File: config.mk
export PLATFORM = sky130hd
export DESIGN_NAME = uart_tx_feeder
export DESIGN_NICKNAME = d
export VERILOG_FILES = /design/src/rtl/uart_tx_feeder.sv
export SDC_FILE = /design/constraint.sdc
export NUM_CORES = 1
export LEC_CHECK = 0
export CAP_MARGIN = 20
export CORE_MARGIN = 1.5
export CORE_UTILIZATION = 54
export CTS_CLUSTER_SIZE = 24
export DETAILED_ROUTE_END_ITERATION = 12
export PLACE_DENSITY = 0.79
export SETUP_SLACK_MARGIN = 0.2
export SLEW_MARGIN = 20
export SYNTH_ARGS = -nofsm -noshare
export SYNTH_HDL_FRONTEND = slang
export SYNTH_SLANG_ARGS = --single-unit
File: constraint.sdc
create_clock -name clk -period 2.4 [get_ports clk]
set_input_delay 0.48 -clock clk [delete_from_list [all_inputs] [get_ports clk]]
set_output_delay 0.48 -clock clk [all_outputs]
set_load 0.03 [all_outputs]
File: src/rtl/uart_tx_feeder.sv
// uart_tx_feeder: byte FIFO in front of the UART transmitter.
// Bytes written by the core are queued. One byte at a time is moved into the
// d_out register, a one-cycle tx_start pulse is issued, and d_out is held
// until the transmitter answers with tx_done.
module uart_tx_feeder #(
    parameter  int BITS_PER_DATA = 8,
    parameter  int FIFO_DEPTH    = 16,
    localparam int ADDR_W        = $clog2(FIFO_DEPTH)
) (
    input  logic                     clk,
    input  logic                     reset,
    input  logic                     wr_en,
    input  logic [BITS_PER_DATA-1:0] wr_data,
    input  logic                     flush,
    input  logic                     tx_done,
    output logic                     tx_start,
    output logic [BITS_PER_DATA-1:0] d_out,
    output logic                     busy,
    output logic                     full,
    output logic                     empty,
    output logic [ADDR_W:0]          count,
    output logic                     overflow
);

    localparam logic [ADDR_W:0] DEPTH_CNT = (ADDR_W + 1)'(FIFO_DEPTH);

    typedef enum logic [1:0] {
        IDLE  = 2'd0,
        LOAD  = 2'd1,
        START = 2'd2,
        WAIT  = 2'd3
    } state_t;

    state_t                   state_reg;
    state_t                   state_next;

    logic [BITS_PER_DATA-1:0] mem [FIFO_DEPTH];
    logic [ADDR_W-1:0]        rd_ptr_reg;
    logic [ADDR_W-1:0]        wr_ptr_reg;
    logic [ADDR_W:0]          count_reg;
    logic [BITS_PER_DATA-1:0] d_out_reg;
    logic                     overflow_reg;

    logic                     pop;
    logic                     push;
    logic                     drop;

    // The only pop happens while the FSM sits in LOAD. A write into a full
    // FIFO still fits when a pop frees a slot on the same edge. flush wins
    // over any write and never counts as a drop.
    assign pop  = (state_reg == LOAD);
    assign push = wr_en && !flush && (!full || pop);
    assign drop = wr_en && !flush && full && !pop;

    assign full     = (count_reg == DEPTH_CNT);
    assign empty    = (count_reg == '0);
    assign count    = count_reg;
    assign d_out    = d_out_reg;
    assign overflow = overflow_reg;

    // State register; reset abandons any frame in flight.
    always_ff @(posedge clk or negedge reset) begin
        if (!reset) begin
            state_reg <= IDLE;
        end else begin
            state_reg <= state_next;
        end
    end

    // Next-state and Moore outputs. tx_done is only honoured in WAIT.
    always_comb begin
        state_next = state_reg;
        tx_start   = 1'b0;
        busy       = 1'b1;
        case (state_reg)
            IDLE: begin
                busy = 1'b0;
                if (!empty && !flush) begin
                    state_next = LOAD;
                end
            end
            LOAD: begin
                state_next = START;
            end
            START: begin
                tx_start   = 1'b1;
                state_next = WAIT;
            end
            WAIT: begin
                if (tx_done) begin
                    state_next = IDLE;
                end
            end
            default: begin
                state_next = IDLE;
            end
        endcase
    end

    // Pointers, occupancy and the sticky overflow flag.
    always_ff @(posedge clk or negedge reset) begin
        if (!reset) begin
            rd_ptr_reg   <= '0;
            wr_ptr_reg   <= '0;
            count_reg    <= '0;
            overflow_reg <= 1'b0;
        end else if (flush) begin
            rd_ptr_reg   <= '0;
            wr_ptr_reg   <= '0;
            count_reg    <= '0;
            overflow_reg <= 1'b0;
        end else begin
            if (push) begin
                wr_ptr_reg <= wr_ptr_reg + 1'b1;
            end
            if (pop) begin
                rd_ptr_reg <= rd_ptr_reg + 1'b1;
            end
            case ({push, pop})
                2'b10:   count_reg <= count_reg + 1'b1;
                2'b01:   count_reg <= count_reg - 1'b1;
                default: count_reg <= count_reg;
            endcase
            if (drop) begin
                overflow_reg <= 1'b1;
            end
        end
    end

    // Output byte register: loaded only in LOAD, even if a flush lands there,
    // so the frame already started completes with the right data.
    always_ff @(posedge clk or negedge reset) begin
        if (!reset) begin
            d_out_reg <= '0;
        end else if (pop) begin
            d_out_reg <= mem[rd_ptr_reg];
        end
    end

    // Storage array; contents are intentionally left unreset.
    always_ff @(posedge clk) begin
        if (push) begin
            mem[wr_ptr_reg] <= wr_data;
        end
    end

endmodule

==> results.sh <==
export IMPL_die_w_um=111
export IMPL_die_area_um2=12400
export IMPL_final_antenna_net_count=0
export IMPL_grt_start_max_net_pins=36
export IMPL_cp_max_fo=4
export IMPL_drt_first_pass_iters=6
export IMPL_drc_errors=0
export IMPL_clockBufferDepth=2
export IMPL_slew_headroom_pct=61.9
export IMPL_start_util_pct=55.5
export IMPL_nNetsFinal=456
export IMPL_min_period_ns=2.19
export IMPL_netlist_area_um2=6330
export IMPL_rows=39
export IMPL_dp_slack_ns=-0.189
export IMPL_synth_flop_cell="edfxtp_1"
export IMPL_end_kind="flip-flop"
export IMPL_synth_edf_count=128
export IMPL_yosys_warnings=0
export IMPL_track_usage_pct=23.4
export IMPL_syn_nets=379
export IMPL_hp_class="in2async"
export IMPL_outcome="finished clean"
export IMPL_worst_r2r_endpoint="count[2]"
export IMPL_period_share_pct=91.3
export IMPL_io_pins=31
export IMPL_placedCellCount=545
export IMPL_antenna_found_initial=0
export IMPL_largest_reg_flops=128
export IMPL_fmax_ghz=0.456
export IMPL_hold_viol=0
export IMPL_start_kind="flip-flop"
export IMPL_routed_wl_mm=13.8
export IMPL_path_clk_slew_ns=0.06
export IMPL_ys_ff_latch=152
export IMPL_crit_arrival_ns=2.50
export IMPL_layout_setup_ws_ns=0.208
export IMPL_htree_levels=4
export IMPL_cts_made_buffers=17
export IMPL_rsz0062_at_grt="yes"
export IMPL_num_vias=3667
export IMPL_cp_slowest_stage_delay_ns=0.48
export IMPL_syn_inst=354
export IMPL_setup_viol=0
export IMPL_rr_startpoint="state_reg[1]"
export IMPL_grt_pass1_wl_mm=21.0
export IMPL_syn_area_per_cell_um2=17.9
export IMPL_fin_cells=587
export IMPL_cp_slowest_cell="or4_4"
export IMPL_reg2reg_depth=8
export IMPL_gp_congestion=0.919
export IMPL_synthArstFlopShare_pct=15.8
export IMPL_cts_root_buf="clkbuf_16"
export IMPL_slew_viol_final=0
export IMPL_tightest_slew_ns=0.569
export IMPL_crit_chain="inv_2, ha_4, nand2_4, xnor2_1, ha_2, or4_4, a22oi_2, mux2_4"
export IMPL_required_ns=2.71
export IMPL_viasPerCell=6.25
export IMPL_clock_latency_ns=0.42
export IMPL_grt_ovfl_total=0
export IMPL_port_buffer_count=30
export IMPL_synth_cell_types=50
export IMPL_clock_sinks=152
export IMPL_synthToLayoutAreaGrowth_pct=24.8
export IMPL_cts_tree="yes"
export IMPL_powerDensity_nw_per_um2=1060
export IMPL_clock_skew_ns=0.00389
export IMPL_ir_drop_uv=840
export IMPL_wl_per_cell_um=23.4
export IMPL_drive_gt1_share_pct=32.0
export IMPL_p_leak_uw=0.00276
export IMPL_dp_hpwl_mm=8.14
export IMPL_critical_path_class="reg2reg"
export IMPL_fp_dieH_um=111
export IMPL_rrSetupSlack_ns=0.21
export IMPL_synth_seq_area_share_pct=70.2
export IMPL_core_area_um2=11400
export IMPL_maxCapViolations=0
export IMPL_first_global_vias=3696
export IMPL_antenna_cells=0
export IMPL_drtIter0Drc=380
Yosys cell counts (all sizes together) (5+ instances only):
| library cell | instances | share of area (%) |
|---|---|---|
| dfrtp | 24 | 9.5 |
| ha | 12 | 2.4 |
| edfxtp | 128 | 61 |
| nor4 | 5 | 0.73 |
| mux2i | 10 | 1.6 |
| o22ai | 8 | 0.79 |
| and2 | 10 | 0.99 |
| nor2 | 22 | 1.3 |
| o21ai | 6 | 0.53 |
| a31oi | 5 | 0.49 |
| inv | 12 | 0.71 |
| clkbuf | 5 | 0.30 |
| buf | 14 | 1.5 |
| a221oi | 8 | 1.1 |
| mux4 | 32 | 11 |
| a21oi | 6 | 0.53 |
per-stage QoR:
stage / TNS, ns / area, um^2 / util, % / power [uW] / hold WS (ns)
6_report: 0 / 7900 / 69.2 / 8370 / 0.434
2_1_floorplan: -0.155 / 6330 / - / 4590 / 0.184
5_1_grt: 0 / 7900 / 69.2 / 8640 / 0.472
3_5_place_dp: -1.58 / 7060 / 61.9 / 5320 / 0.500
4_1_cts: 0 / 7750 / 67.9 / 8190 / 0.439
3_3_place_gp: -0.574 / 7060 / 61.9 / 5260 / 0.486
critical path, delay by kind of cell (launching register included):
family          cells  cell delay, ns
flops               1            0.43
buf+inv             1            0.11
simple gates        2            0.54
fa+ha+maj           2            0.38
mux                 1            0.31
xor+xnor            1            0.12
compound gates      1            0.18
worst max path at each step:
stage	start	to	slack (ns)	depth (start not counted)
2_1_floorplan	count[4]	mem[3][0]	-0.005	4
3_3_place_gp	flush	count[2]	-0.18	8
4_1_cts	count[0]	empty	0.08	3
3_5_place_dp	flush	count[2]	-0.19	8
6_report	state_reg[1]	count[2]	0.21	8
5_1_grt	state_reg[1]	count[2]	0.13	8
where the power goes:
part | internal (uW) | switching, uW
clock network | 1740 | 1010
registers | 3030 | 139
logic | 1130 | 1310
total | 5900 | 2470
cell families (layout without fill, tap and decap cells):
logic type / count (synthesis) / in the layout / share of synthesized area, %
mux: 45 / 45 / 13.6
xor+xnor: 4 / 4 / 0.553
compound gates: 44 / 44 / 4.88
flops: 152 / 152 / 70.2
buf+inv: 32 / 122 / 2.63
fa+ha+maj: 12 / 12 / 2.37
simple gates: 65 / 65 / 5.83
area by class of cell:
type	count	area (um^2)
sequential	152	4450
fill	718	3520
multi-input combinational	170	1840
timing repair buffer	78	777
clock buffer	20	437
tap	143	179
clock inverter	12	175
inverter	12	48.8
cell usage in the layout, fill, tap and decap left out, types with 5 or more instances in the layout:
cell,count
ha_1,10
buf_12,7
nor2_1,22
mux4_2,32
inv_1,10
edfxtp_1,128
o21ai_0,5
a221oi_1,8
clkbuf_16,17
o22ai_1,8
and2_4,5
buf_4,36
mux2i_1,10
and2_1,5
clkdlybuf4s50_1,25
dfrtp_1,23
routing by layer:
metal	up-vias	GRT usage [%]	wire length, um
met3	42	6.40	1310
met4	0	13.1	507
li1	1566	-	-
met2	202	36.0	6900
met5	-	0	0
met1	1857	30.3	5050
repair_timing:
item                                    CTS  global route
resized for setup                        20            22
hold buffers                              0             0
pin swaps                                 1             7
endpoints found under the setup margin  135           116
gates cloned                              1             0
buffers inserted                          1             8
Power figures use the tool's default switching activity.
